File: config.mk
export PLATFORM = sky130hd
export DESIGN_NAME = commit_trace_buffer
export DESIGN_NICKNAME = d
export VERILOG_FILES = /design/src/rtl/commit_trace_buffer.sv
export SDC_FILE = /design/constraint.sdc
export NUM_CORES = 1
export LEC_CHECK = 0
export ABC_AREA = 0
export CAP_MARGIN = 20
export CELL_PAD_IN_SITES_DETAIL_PLACEMENT = 0
export CELL_PAD_IN_SITES_GLOBAL_PLACEMENT = 1
export CORE_MARGIN = 4
export CORE_UTILIZATION = 49
export DETAILED_ROUTE_END_ITERATION = 8
export HOLD_SLACK_MARGIN = 0.03
export PLACE_DENSITY = 0.87
export SLEW_MARGIN = 20
export SYNTH_ARGS = -nofsm -noshare
export SYNTH_HDL_FRONTEND = slang
export SYNTH_SLANG_ARGS = --single-unit
export TNS_END_PERCENT = 1
File: constraint.sdc
create_clock -name clk -period 22.7 [get_ports clk]
set_input_delay 2.27 -clock clk [delete_from_list [all_inputs] [get_ports clk]]
set_output_delay 2.27 -clock clk [all_outputs]
set_load 0.1 [all_outputs]
File: src/rtl/commit_trace_buffer.sv
// commit_trace_buffer
//   Captures retired instructions from the core commit port into classified
//   trace records, buffers them in a show-ahead FIFO and drains them to a
//   sink. Also keeps cycle / instret counters and detects the end-of-test
//   self-loop instruction.
//
// Ports
//   clk, rst            clock, asynchronous active-high reset
//   update_i ... mem_size_i   commit-side inputs from the core
//   rec_ready_i         sink accepts the presented record
//   rec_valid_o, rec_*  record presented to the sink (all zero when empty)
//   level_o             FIFO occupancy
//   cycle_cnt_o         cycles since reset (frozen after halt)
//   instret_o           accepted commits, including dropped ones
//   drop_cnt_o          records lost to overflow (saturating)
//   overflow_o          sticky: a record was dropped
//   halt_o              sticky: END_INSTR committed (FSM state RUN/HALTED)
//
// Handshake: a record transfers on any clock edge where rec_valid_o and
// rec_ready_i are both high; while rec_valid_o is high and rec_ready_i is low
// the rec_* outputs hold stable.
module commit_trace_buffer #(
  parameter int          XLEN      = 32,
  parameter int          DEPTH     = 8,
  parameter logic [31:0] END_INSTR = 32'h0000006f
) (
  input  logic                       clk,
  input  logic                       rst,
  input  logic                       update_i,
  input  logic [XLEN-1:0]            pc_i,
  input  logic [31:0]                instr_i,
  input  logic [4:0]                 reg_addr_i,
  input  logic [XLEN-1:0]            reg_data_i,
  input  logic                       reg_we_i,
  input  logic                       mem_re_i,
  input  logic                       mem_we_i,
  input  logic [XLEN-1:0]            mem_read_addr_i,
  input  logic [XLEN-1:0]            mem_write_addr_i,
  input  logic [XLEN-1:0]            mem_write_data_i,
  input  logic [1:0]                 mem_size_i,
  input  logic                       rec_ready_i,
  output logic                       rec_valid_o,
  output logic [1:0]                 rec_kind_o,
  output logic [XLEN-1:0]            rec_pc_o,
  output logic [31:0]                rec_instr_o,
  output logic [4:0]                 rec_rd_o,
  output logic [XLEN-1:0]            rec_data_o,
  output logic [XLEN-1:0]            rec_addr_o,
  output logic [1:0]                 rec_size_o,
  output logic [$clog2(DEPTH):0]     level_o,
  output logic [63:0]                cycle_cnt_o,
  output logic [63:0]                instret_o,
  output logic [31:0]                drop_cnt_o,
  output logic                       overflow_o,
  output logic                       halt_o
);

  localparam int AW = $clog2(DEPTH);
  localparam int LW = AW + 1;
  localparam logic [LW-1:0] FULL_LVL = LW'(DEPTH);

  localparam logic [1:0] K_PLAIN = 2'd0;
  localparam logic [1:0] K_REG   = 2'd1;
  localparam logic [1:0] K_LOAD  = 2'd2;
  localparam logic [1:0] K_STORE = 2'd3;

  typedef enum logic { ST_RUN, ST_HALTED } state_t;

  typedef struct packed {
    logic [1:0]      kind;
    logic [XLEN-1:0] pc;
    logic [31:0]     instr;
    logic [4:0]      rd;
    logic [XLEN-1:0] data;
    logic [XLEN-1:0] addr;
    logic [1:0]      size;
  } rec_t;

  state_t          state_q;
  rec_t            mem_q [DEPTH];
  logic [AW-1:0]   rd_ptr_q, wr_ptr_q;
  logic [LW-1:0]   count_q, count_d;
  logic [63:0]     cycle_q, instret_q;
  logic [31:0]     drop_q;
  logic            ovf_q;

  logic            accept, full, pop, push, drop;
  rec_t            rec_new, head;
  logic [XLEN-1:0] store_data;

  always_comb begin
    accept = update_i && (pc_i != '0) && (state_q == ST_RUN);
    full   = (count_q == FULL_LVL);
    pop    = (count_q != '0) && rec_ready_i;
    // When full, a same-cycle pop frees the slot the push lands in.
    push   = accept && (!full || pop);
    drop   = accept && full && !pop;
  end

  always_comb begin
    case (mem_size_i)
      2'b00:   store_data = {{(XLEN-8){1'b0}},  mem_write_data_i[7:0]};
      2'b01:   store_data = {{(XLEN-16){1'b0}}, mem_write_data_i[15:0]};
      default: store_data = mem_write_data_i;
    endcase
  end

  always_comb begin
    rec_new       = '0;
    rec_new.pc    = pc_i;
    rec_new.instr = instr_i;
    rec_new.size  = mem_size_i;
    if (mem_we_i) begin
      rec_new.kind = K_STORE;
      rec_new.data = store_data;
      rec_new.addr = mem_write_addr_i;
    end else if (mem_re_i && reg_addr_i != 5'd0) begin
      rec_new.kind = K_LOAD;
      rec_new.rd   = reg_addr_i;
      rec_new.data = reg_data_i;
      rec_new.addr = mem_read_addr_i;
    end else if (reg_we_i && reg_addr_i != 5'd0) begin
      rec_new.kind = K_REG;
      rec_new.rd   = reg_addr_i;
      rec_new.data = reg_data_i;
    end else begin
      rec_new.kind = K_PLAIN;
    end
  end

  always_comb begin
    count_d = count_q;
    case ({push, pop})
      2'b10:   count_d = count_q + LW'(1);
      2'b01:   count_d = count_q - LW'(1);
      default: count_d = count_q;
    endcase
  end

  // Storage carries no reset; rec_* are masked while the FIFO is empty.
  always_ff @(posedge clk) begin
    if (push) mem_q[wr_ptr_q] <= rec_new;
  end

  always_ff @(posedge clk or posedge rst) begin
    if (rst) begin
      state_q   <= ST_RUN;
      rd_ptr_q  <= '0;
      wr_ptr_q  <= '0;
      count_q   <= '0;
      cycle_q   <= '0;
      instret_q <= '0;
      drop_q    <= '0;
      ovf_q     <= 1'b0;
    end else begin
      count_q <= count_d;
      if (push) wr_ptr_q <= wr_ptr_q + AW'(1);
      if (pop)  rd_ptr_q <= rd_ptr_q + AW'(1);
      if (state_q == ST_RUN) cycle_q <= cycle_q + 64'd1;
      if (accept) instret_q <= instret_q + 64'd1;
      if (drop) begin
        ovf_q <= 1'b1;
        if (drop_q != '1) drop_q <= drop_q + 32'd1;
      end
      case (state_q)
        ST_RUN:    if (accept && instr_i == END_INSTR) state_q <= ST_HALTED;
        ST_HALTED: state_q <= ST_HALTED;
        default:   state_q <= ST_RUN;
      endcase
    end
  end

  always_comb begin
    head        = mem_q[rd_ptr_q];
    rec_valid_o = (count_q != '0);
    rec_kind_o  = rec_valid_o ? head.kind  : '0;
    rec_pc_o    = rec_valid_o ? head.pc    : '0;
    rec_instr_o = rec_valid_o ? head.instr : '0;
    rec_rd_o    = rec_valid_o ? head.rd    : '0;
    rec_data_o  = rec_valid_o ? head.data  : '0;
    rec_addr_o  = rec_valid_o ? head.addr  : '0;
    rec_size_o  = rec_valid_o ? head.size  : '0;
  end

  assign level_o     = count_q;
  assign cycle_cnt_o = cycle_q;
  assign instret_o   = instret_q;
  assign drop_cnt_o  = drop_q;
  assign overflow_o  = ovf_q;
  assign halt_o      = (state_q == ST_HALTED);

endmodule
==> impl_metrics.tcl, run 1 <==
set metrics [dict create \
    status "complete, no violations" \
    synth_top_cell_by_area "edfxtp_1" \
    final_nets 3360 \
    cts-hold-fix-buffers 0 \
    criticalPathCategory "flip-flop to output pin" \
    place_congestion 0.863 \
    slew_headroom 0.215 \
    dieWidth_um 328 \
    synth.most_common_cell "edfxtp_1" \
    rows 117 \
    arrival_ns 5.17 \
    num_vias 26600 \
    ys.flop_type "edfxtp_1" \
    core_um2 102000 \
    postCtsSetupBuffers 0 \
    timing.fmax_mhz 134 \
    maxCapViolCount 0 \
    fin_tns_setup_ns 0 \
    final-setup-viol-count 0 \
    cts_buffers 133 \
    nFillCells 7184 \
    synth_seq_cells 1268 \
    final_antenna_net_count 0 \
    rrSetupSlack_ns 19.33 \
    synth-edff-count 1096 \
    ctsRootBufferMaster "clkbuf_16" \
    r2r_start "halt_o$_DFF_PP0_" \
    cts_buffer_depth 3 \
    finClkSkew_ns 0.0278 \
    p_comb_frac 0.444 \
    port-buffer-count 509 \
    holdCritStartpoint "overflow_o$_DFFE_PP0P_" \
    drtIter0Drc 2310 \
    syn_area_um2 50200 \
    yosysTopAreaCellShare 0.655 \
    fin_area_um2 61000 \
    via_per_inst 5.76 \
    end_kind "output pin" \
    r2r-end "mem_q[4][74]$_DFFE_PP_" \
    drv_slew 0 \
    hp-class "flip-flop to flip-flop" \
    clk_pin_slew_ns 0.06 \
    power_leakage_nw 20.9 \
    synthCells 2598 \
    grt_usage 0.222 \
    pwr-share-clk 0.223 \
    power_density_nw_per_um2 149 \
    ir_worst_vdd_mv 0.243 \
    grt_max_degree 158 \
    ctsResizeCount 0 \
    rsz0062_at_grt "no" \
    start_util 0.494 \
    finalCritPeriodShare 0.328 \
    ff2ff_path_depth 5 \
    synth-async-reset-ratio 0.136 \
    p_sw_frac 0.432 \
    wirelength_um 119000 \
    syn_nets 2812 \
    path_max_fanout 157 \
    worst_slew_pin_slew_ns 1.18 \
    cts_num_sinks 1268 \
    synth_seq_area_share 0.741 \
    clk_latency_ns 0.72 \
    grt_pass1_wl_um 179000 \
    p_int_mw 5.16 \
    start_kind "flip-flop" \
    drive_gt1_frac 0.158 \
    yosys_warnings 0 \
    route.detailed.drc 0 \
    slowest_delay_ns 1.19 \
    grt_pass1_vias 28500 \
    boundaryPins 510 \
    synthDistinctLibCells 53 \
    synth_common_cells "edfxtp_1 (1096), mux4_2 (274), nor2_1 (199)" \
    hold-path-cell-count 1 \
    placed_cell_area_um2 56900 \
    cts_tree "done" \
    die-area_um2 108000 \
    period_needed_ns 7.44 \
    area_growth_pct 21.6 \
    worst_ep_required_time_ns 20.43 \
    hold_path_end "overflow_o$_DFFE_PP0P_" \
    power.switching_mw 3.92 \
    worstPathCellList "buf_12 > buf_6 > mux4_2 > mux2i_1 > nor2_1 > clkdlybuf4s50_1" \
    dieHeight_um 328 \
    netlist_top_cells_area "edfxtp_1 (66%), mux4_2 (12%), dfrtp_1 (8.6%)" \
    slowest_stage "clkdlybuf4s50_1" \
    grt_overflow 0 \
    syn_avg_cell_area_um2 19.3 \
    drt_pass1_iterations 5 \
    avgRoutedWirePerCell_um 25.8 \
    dp_hpwl_um 66800 \
    antenna_found_initial 20 \
    hold_viol 0 \
    cts_htree_levels 4 \
    power_frac_seq 0.333 \
]
-- worst max path at each step --
stage                                        from                    end  slack (ns)  depth (start not counted)
after global routing      rd_ptr_q[1]$_DFFE_PP0P_            rec_pc_o[9]       15.08                          6
final                     rd_ptr_q[1]$_DFFE_PP0P_        rec_instr_o[16]       15.26                          6
after detailed placement  rd_ptr_q[1]$_DFFE_PP0P_        rec_instr_o[16]       15.72                          6
after global placement    rd_ptr_q[1]$_DFFE_PP0P_        rec_instr_o[16]       15.83                          6
after CTS                 rd_ptr_q[1]$_DFFE_PP0P_           rec_pc_o[14]       14.93                          6
after floorplan                          update_i  mem_q[4][0]$_DFFE_PP_        4.56                          6
-- through the flow --
step / utilization / instances / setup slack [ns] / power, mW / hold slack, ns
2_1_floorplan: - / 2598 / 4.56 / 6.17 / 0.546
6_report: 0.600 / 4623 / 15.26 / 9.09 / 0.476
3_3_place_gp: 0.559 / 4378 / 15.83 / 7.09 / 0.461
4_1_cts: 0.600 / 4615 / 14.93 / 9.18 / 0.482
3_5_place_dp: 0.559 / 4378 / 15.72 / 7.14 / 0.462
5_1_grt: 0.600 / 4617 / 15.08 / 9.42 / 0.500
-- per-layer routing --
layer  vias to the layer above  wire length, um  global-route usage
li1                      11500                -                   -
met1                     13900            46900               0.292
met2                       980            59000               0.361
met3                       211            10000              0.0640
met4                        22             3230              0.0709
met5                         -              161                   0
-- logic make-up (layout without fill, tap and decap cells) --
group,count (synthesis),after routing,synth area share
DFF,1268,1268,0.741
and+or+nand+nor,519,519,0.0523
muxes,413,413,0.151
xor gates and xnor gates,163,163,0.0284
buffers and inverters,139,789,0.0109
AOI/OAI and AO/OA,88,88,0.0145
adders and majority gates,8,8,0.00214
other,0,7,0
-- cell type report --
cell class / count / area (um^2) / share of cell area
diodes: 7 / 17.5 / 0.000287
clock buffers: 180 / 3630 / 0.0595
clock inverters: 57 / 442 / 0.00724
inverters: 21 / 83.8 / 0.00137
multi-input cells: 1191 / 12500 / 0.205
flip-flops and latches: 1268 / 37200 / 0.610
well taps: 1368 / 1710 / 0.0280
repair buffers: 531 / 5420 / 0.0888
-- power groups by stage --
stage / Sequential, mW / Clock [mW] / Combinational, mW
CTS: 3.03 / 2.07 / 4.08
global route: 3.06 / 2.17 / 4.19
finish: 3.03 / 2.03 / 4.03
global placement: 3.05 / 0 / 4.04
detailed placement: 3.08 / 0 / 4.06
floorplan: 3.16 / 0 / 3.00
-- layout by cell type (no fill, tap or decap), types with 5 or more instances in the layout --
cell type	instances
edfxtp_1	1096
clkdlybuf4s50_1	506
mux4_2	274
nor2_1	198
dfrtp_1	169
mux2i_1	137
clkbuf_16	137
xnor2_1	111
nand2_1	76
a22o_1	64
nand4_1	58
nand3_1	55
xor2_1	52
clkbuf_1	38
nor3_1	21
nor4_1	21
clkinv_2	21
inv_1	20
and3_1	18
and4_1	17
and2_1	15
clkinv_1	15
buf_12	12
buf_4	8
diode_2	7
inv_6	7
ha_1	7
a21oi_1	6
clkinvlp_4	5
-- state kept, by name (all words and copies together) (netlist names) --
signal / cells
cycle_cnt_o: 64
drop_cnt_o: 32
halt_o: 1
instret_o: 64
level_o: 4
mem_q: 1096
overflow_o: 1
rd_ptr_q: 3
wr_ptr_q: 3
-- critical path: cells and delay by family, from the launching register on --
| kind | cells | cell delay, ns |
|---|---|---|
| buffers and inverters | 3 | 2.63 |
| multiplexers | 2 | 0.43 |
| AND/OR/NAND/NOR | 1 | 0.21 |
| flip-flops | 1 | 0.84 |
(Power assumes the default switching activity.)
==> inputs of run 2 (changes only) <==
Settings changed: CORE_UTILIZATION 49 to 44, PLACE_DENSITY 0.87 to 0.83.
Clock period 22.7 ns to 6.12 ns, I/O delays scaled along.
==> run 2 against run 1 <==
Sequential power increased to 3.7 times the previous value. Clock skew is 0.0036 ns lower. Count of clock-buffer cells in the layout is 12 lower. Critical path type unchanged. Core utilization fell by 5.5 points. Global-route usage shrank 2.8 points.
==> impl_metrics.tcl, run 2 (synthesized netlist as in run 1, its figures left out) <==
set metrics [dict create \
    regMostFlops "mem_q" \
    worst_slack_ns 1.31 \
    p_int_mw 19.3 \
    cts_buffer_depth 3 \
    slew_headroom 0.235 \
    cts_num_sinks 1268 \
    wirelength_um 116000 \
    die-area_um2 120000 \
    power_density_nw_per_um2 551 \
    largest_reg_flops 1096 \
    rrSetupSlack_ns 2.86 \
    rows 123 \
    end_kind "output pin" \
    ir_worst_vdd_mv 0.429 \
    port-buffer-count 509 \
    multi_input_area_um2 12600 \
    final-setup-viol-count 0 \
    drtIter0Drc 1900 \
    clk_pin_slew_ns 0.06 \
    period_needed_ns 4.81 \
    ff2ff_path_depth 7 \
    grt_pass1_wl_um 175000 \
    p_comb_frac 0.442 \
    grt_overflow 0 \
    grt_max_degree 138 \
    clk_latency_ns 0.72 \
    avgRoutedWirePerCell_um 24.4 \
    postCtsSetupBuffers 0 \
    slowest_stage "clkdlybuf4s50_1" \
    crit_family "buffers and inverters" \
    p_sw_frac 0.431 \
    finalCritPeriodShare 0.786 \
    maxCapViolCount 0 \
    r2r_start "level_o[0]$_DFFE_PP0P_" \
    cts_htree_levels 4 \
    ctsRootBufferMaster "clkbuf_16" \
    finClkSkew_ns 0.0241 \
    power_frac_seq 0.329 \
    worst_slew_pin_slew_ns 1.14 \
    worst_ep_required_time_ns 5.51 \
    dieWidth_um 346 \
    nFillCells 8695 \
    timing.fmax_mhz 208 \
    final_cell_mix "edfxtp_1 (1096), clkdlybuf4s50_1 (504), mux4_2 (274)" \
    grt_pass1_vias 27400 \
    drive_gt1_frac 0.168 \
    drt_pass1_iterations 5 \
    placed_cell_area_um2 57300 \
    core_um2 113000 \
    drv_slew 0 \
    slowest_delay_ns 1.22 \
    via_per_inst 5.46 \
    dieHeight_um 346 \
    crit_buf_inv 2 \
    worstPathCellList "buf_4 > mux4_2 > mux2i_1 > nor2_1 > clkdlybuf4s50_1" \
    path_max_fanout 28 \
    pwr-share-clk 0.228 \
    area_growth_pct 22.6 \
    place_congestion 0.816 \
    r2r-end "mem_q[6][73]$_DFFE_PP_" \
    cts_buffers 134 \
    rsz0062_at_grt "no" \
    grt_usage 0.194 \
    cts_tree "done" \
    boundaryPins 510 \
    start_util 0.445 \
    cts-hold-fix-buffers 0 \
    place_ws_ns 1.44 \
    antenna_found_initial 10 \
    fin_hold_ws_ns 0.434 \
    arrival_ns 4.20 \
    fin_area_um2 61600 \
    final_antenna_net_count 0 \
    power.switching_mw 14.6 \
    hp-class "primary input to async pin" \
    criticalPathCategory "flip-flop to output pin" \
    ctsResizeCount 0 \
    power_leakage_nw 21.1 \
    hold_viol 0 \
    num_vias 26100 \
    start_kind "flip-flop" \
    status "complete, no violations" \
    final_nets 3375 \
    ff_latch_area_um2 37200 \
    dp_hpwl_um 66500 \
    finalPower_mw 33.9 \
    route.detailed.drc 0 \
    final_common_cell "edfxtp_1" \
]
==> run 2: power groups by stage <==
stage,combinational [mW],sequential (mW),clock [mW]
floorplan,11.2,11.5,0
global placement,15.2,11.3,0
detailed placement,15.2,11.4,0
CTS,15.2,11.2,7.94
global route,15.7,11.3,8.29
finish,15.0,11.2,7.74
==> run 2: worst reg2reg max path: stages (launching register included) <==
cell and delay (ns):
dfrtp_2 0.45, nor3_1 0.08, nand3b_1 0.35, inv_1 0.16, nor2_1 0.31, nand2_1 0.31, nor3b_4 0.30, buf_12 0.76
==> run 2: worst max path at each step <==
stage | startpoint | to | slack [ns] | cells past startpoint
detailed placement | pc_i[16] | mem_q[6][39]$_DFFE_PP_ | 1.44 | 8
floorplan | halt_o$_DFF_PP0_ | mem_q[6][0]$_DFFE_PP_ | -1.59 | 7
CTS | rd_ptr_q[0]$_DFFE_PP0P_ | rec_data_o[26] | 1.19 | 5
finish | rd_ptr_q[0]$_DFFE_PP0P_ | rec_data_o[26] | 1.31 | 5
global route | rd_ptr_q[0]$_DFFE_PP0P_ | rec_data_o[28] | 1.06 | 5
global placement | pc_i[16] | mem_q[6][36]$_DFFE_PP_ | 1.52 | 8
==> run 2: final cells by class <==
class                           instances  share of cell area
Clock inverter                         75              0.0111
Tap cell                             1500              0.0305
Multi-Input combinational cell       1191               0.204
Timing Repair Buffer                  545              0.0904
Inverter                               21             0.00136
Sequential cell                      1268               0.605
Antenna cell                            6            0.000244
Clock buffer                          168              0.0575
==> run 2: metrics by stage <==
| step | instances | util | TNS (ns) |
|---|---|---|---|
| final | 4774 | 0.545 | 0 |
| after global routing | 4768 | 0.545 | 0 |
| after CTS | 4768 | 0.545 | 0 |
| after detailed placement | 4525 | 0.508 | 0 |
| after global placement | 4525 | 0.508 | 0 |
| after floorplan | 2598 | - | -999.08 |
==> run 2: per-layer routing <==
layer	share of wire	up-vias	routed length, um	global-route usage
met5	0.00050	-	58	0
met4	0.022	8	2570	0.0533
met3	0.071	171	8270	0.0536
met2	0.49	725	57300	0.315
met1	0.41	13600	48100	0.258
li1	-	11500	-	-
==> RTL change 1, RTL diff (flow settings as in run 1) <==
Make the reset (`rst`) synchronous in one clocked block. Comments in the files are not updated.
--- a/src/rtl/commit_trace_buffer.sv
+++ b/src/rtl/commit_trace_buffer.sv
@@ -144,3 +144,3 @@
 
-  always_ff @(posedge clk or posedge rst) begin
+  always_ff @(posedge clk) begin
     if (rst) begin
Behaviour: differs if rst is asserted again (counterexample within 4 cycles, from zero or initial values and one cycle with rst high); with rst held inactive, the same outputs for 4 cycles.
==> RTL change 1 against run 1 <==
  * Sequential cell count grew 3
  * Routed wire length up 2.6%
  * Die area is 0.11% higher
  * Combinational power down 42%
  * First-iteration DRC count rose by 2.4%
  * Sequential share of layout area down 1.4 points
  * Worst setup slack got worse by 0.98 ns
  * Area after synthesis increased by 0.11%
  * Power decreased by 22%
  * Global-route usage grew 0.53 points
  * Highest routed layer unchanged
  * Critical path type unchanged
  * Cell area increased by 0.20%
  * Count of clock-buffer cells in the layout is 11 lower
==> RTL change 1: results (changes against run 1) <==
stage,metric,value,unit,change
status,result_of_the_run,finished clean,,
timing,finalHoldWorstSlack,0.483,ns,+0.00676 ns
synth,seq_area_frac_synth,72.4,%,-1.7 points
worst_hold_path,holdPathEnd,overflow_o,,
synth,synth-async-reset-ratio,0,%,-14 points
synth,postSynthAreaPerCell,17.7,sq um,-8.3%
power,worst_ir_drop_vdd,0.152,mV,-37%
synth,synth.top_cells.by_count,"sky130_fd_sc_hd__edfxtp_1 (1096), sky130_fd_sc_hd__nor2_1 (305), sky130_fd_sc_hd__mux4_2 (274)",,
layout,finalNetCount,3581,,+6.6%
place,dpl.hpwl,70000,um,+4.9%
routing,vias,27600,,+3.4%
routing,post_drt_wl_per_cell,25.3,um,-2.1%
grt,grt_max_degree,161,,+1.9%
synth,synth-edff-count,1096,,unchanged
routing,drt-met1-wl,49100,um,+4.7%
setup_path,worst_setup_path_endpoint,rec_data_o[16],,
setup_path,reg2reg_slack,18.50,ns,-0.83 ns
worst_hold_path,hold_path_depth,2,,+1
routing,drt-initial-drc-count,2365,,+2.4%
routing,met3_layer_wire_length_in_the_routed_design,10100,um,+0.80%
grt,met1_resource_use_gr,30.3,%,+1.1 points
setup_path,crit-reg2reg-capture,mem_q[2][120],,
grt,globalRouteMet3Util,6.26,%,-0.14 points
layout,layout-drive-gt1-share,15.4,%,-0.38 points
synth,synth_area_leaders,"sky130_fd_sc_hd__edfxtp_1 (65%), sky130_fd_sc_hd__mux4_2 (12%), sky130_fd_sc_hd__dfxtp_1 (7.0%)",,
place,detailedPlace.worstSlack,14.83,ns,-0.895 ns
grt,groute.usage.overall,22.7,%,+0.53 points
synth,yosys.area_share.xor_xnor,2.35,%,-0.49 points
synth,synthesis.nets,3051,,+8.5%
routing,route.met2.wl,60900,um,+3.3%
grt,antenna_found_initial,12,,-40%
place,placed_area,57000,sq um,about the same
timing,max_slew_margin,24.0,%,+2.5 points
power,leakagePower,18.8,nW,-10%
setup_path,critPathMaxFanout,51,,-68%
timing,min_clock_period_post_route,8.41,ns,+0.977 ns
setup_path,timing.critical_path.arrival,6.14,ns,+0.97 ns
synth,synth_fa_ha_area_share,0.214,%,-0.00025 points
clock_tree,clk_transition_reported_paths,0.06,ns,about the same
setup_path,timing.reg2reg.worst_path_depth,6,,+1
synth,synth_cell_type_count,55,,+3.8%
grt,vias_in_the_first_global_route,28800,,+1.0%
timing,finalClockSkew,0.0303,ns,+0.00249 ns
place,numPlacedInstances,4600,,+5.1%
synth,synth_area_in_compound_gates,1.91,%,+0.47 points
-- RTL change 1: critical path, stage by stage (launching register included) --
cell and delay, ns:
sky130_fd_sc_hd__dfxtp_4 0.85, sky130_fd_sc_hd__buf_4 0.84, sky130_fd_sc_hd__buf_4 0.81, sky130_fd_sc_hd__buf_4 0.88
sky130_fd_sc_hd__mux4_2 0.61, sky130_fd_sc_hd__mux2i_1 0.22, sky130_fd_sc_hd__nor2_1 0.07, sky130_fd_sc_hd__clkdlybuf4s50_1 1.01
-- RTL change 1: layout make-up --
cell class	instances	area (sq um)
Sequential cell	1271	36400
Multi-Input combinational cell	1376	13200
Tap cell	1368	1710
Fill cell	7423	40700
Clock inverter	69	568
Clock buffer	169	3600
Antenna cell	8	20.0
Inverter	38	143
Timing Repair Buffer	547	5450
-- RTL change 1: power breakdown --
part	total, W	switching [W]	leakage (nW)	internal [W]
logic	0.00233	0.00173	5.35	0.000602
registers	0.00268	0.0000354	11.4	0.00264
clock network	0.00207	0.000874	2.04	0.00120
==> RTL change 2, RTL diff (settings of run 1) <==
Without the edit above. The parameter `XLEN` goes from 32 to 48.
--- a/src/rtl/commit_trace_buffer.sv
+++ b/src/rtl/commit_trace_buffer.sv
@@ -22,3 +22,3 @@
 module commit_trace_buffer #(
-  parameter int          XLEN      = 32,
+  parameter int          XLEN      = 48,
   parameter int          DEPTH     = 8,
Interface: changed (8 resized); port bits go from 510 to 638. No check against the original RTL was run, so the function may have changed too.
==> RTL change 2 against run 1 <==
  * Maximum frequency fell by 11%
  * Hold slack worse by 0.0029 ns
  * Sequential power rose by 28%
  * Worst setup slack lost 0.88 ns
  * Cell area is 29% higher
  * Power increased by 30%
  * First-iteration DRC count rose by 38%
  * Area after synthesis up 30%
  * Sequential cell count up 384
  * Non-clock buffer count increased by 154
  * Routed wire length rose by 29%
  * Critical endpoint is now rec_data_o[12]
  * Largest power group unchanged
==> RTL change 2: results (changes against run 1) <==
stage,metric,value,unit,change
clock_tree,clock_insertion_delay_at_the_later_pin_of_the_skew_report,0.79,ns,+0.07 ns
grt,globalRouteMet3Util,5.62,%,-0.78 points
synth,synth_area_leaders,"sky130_fd_sc_hd__edfxtp_1 (68%), sky130_fd_sc_hd__mux4_2 (13%), sky130_fd_sc_hd__dfrtp_1 (6.6%)",,
setup_path,worst_setup_path_endpoint,rec_data_o[12],,
routing,drt-met1-wl,57500,um,+22%
grt,groute.usage.overall,22.3,%,+0.064 points
setup_path,timing.critical_path.arrival,6.05,ns,+0.88 ns
power,leakagePower,26.8,nW,+28%
layout,layout-drive-gt1-share,17.3,%,+1.5 points
timing,timing.fmax,120,MHz,-11%
grt,antenna_found_initial,18,,-10%
place,dpl.hpwl,89700,um,+34%
timing,finalHoldWorstSlack,0.473,ns,-0.00294 ns
clock_tree,inserted_clock_buffers,166,,+25%
place,gpl.final_weighted_congestion,0.837,,-3.0%
power,power_frac_comb,44.8,%,+0.4 points
setup_path,reg2reg_slack,18.03,ns,-1.30 ns
power,power_frac_seq,32.9,%,-0.4 points
synth,synthesis.nets,3553,,+26%
routing,route.met2.wl,78000,um,+32%
setup_path,crit-reg2reg-capture,mem_q[6][60],,
routing,drt-initial-drc-count,3178,,+38%
timing,max_slew_margin,22.0,%,+0.48 points
timing,finalClockSkew,0.0445,ns,+0.0168 ns
grt,gr-usage-met2,37.0,%,+0.94 points
routing,met3_layer_wire_length_in_the_routed_design,13600,um,+36%
synth,synth.top_cells.by_count,"sky130_fd_sc_hd__edfxtp_1 (1480), sky130_fd_sc_hd__mux4_2 (370), sky130_fd_sc_hd__nor2_1 (257)",,
clock_tree,htree_levels,4,,unchanged
status,result_of_the_run,finished clean,,
routing,vias_per_cell,5.81,,+0.77%
worst_hold_path,hold_path.startpoint,cycle_cnt_o[63],,
setup_path,timing.reg2reg.worst_path_depth,7,,+2
synth,synth_cell_type_count,60,,+13%
synth,synth-edff-count,1480,,+35%
grt,grt_max_degree,135,,-15%
synth,synth-async-reset-ratio,10.4,%,-3.2 points
synth,seq_area_frac_synth,74.9,%,+0.77 points
grt,grt_pass1_wl,229000,um,+28%
power,worst_ir_drop_vdd,0.261,mV,+7.4%
setup_path,cpPeakStageDelay,1.00,ns,-0.19 ns
place,port_buffers,637,,+25%
grt,met1_resource_use_gr,28.6,%,-0.52 points
grt,vias_in_the_first_global_route,35800,,+26%
layout,finalNetCount,4255,,+27%
power,switching_power_as_a_share_of_total_power,43.2,%,+0.059 points
worst_hold_path,holdPathEnd,cycle_cnt_o[63],,
power,p_int,0.00670,W,+30%
setup_path,critPathLaunch,rd_ptr_q[0],,
setup_path,critPathMaxFanout,113,,-28%
routing,dr.pass1.iters,6,,+1
[RTL change 2: stage by stage]
step           instances  setup slack (ns)  instance area [sq um]
5_1_grt             5851             13.82                  78900
2_1_floorplan       3259              6.06                  65100
6_report            5855             14.38                  78900
4_1_cts             5843             14.09                  78900
3_5_place_dp        5548             14.97                  73600
3_3_place_gp        5548             15.02                  73700
[RTL change 2: cell type report]
class | instances | area (sq um)
fillers | 9375 | 52900
flip-flops and latches | 1652 | 48800
inverters | 31 | 121
well taps | 1755 | 2200
diodes | 12 | 30.0
repair buffers | 685 | 6810
clock inverters | 91 | 880
clock buffers | 204 | 4350
multi-input cells | 1425 | 15700
[RTL change 2: cell families (layout without fill, tap and decap cells)]
logic type      Yosys count  count (layout)  synth area share, %
fa+ha+maj                 8               8                0.165
other cells               0              12                    0
simple gates            585             585                 4.48
compound gates          109             109                 1.46
buf+inv                 182            1011                 1.07
flops                  1652            1652                 74.9
xor+xnor                161             161                 2.17
mux                     562             562                 15.8
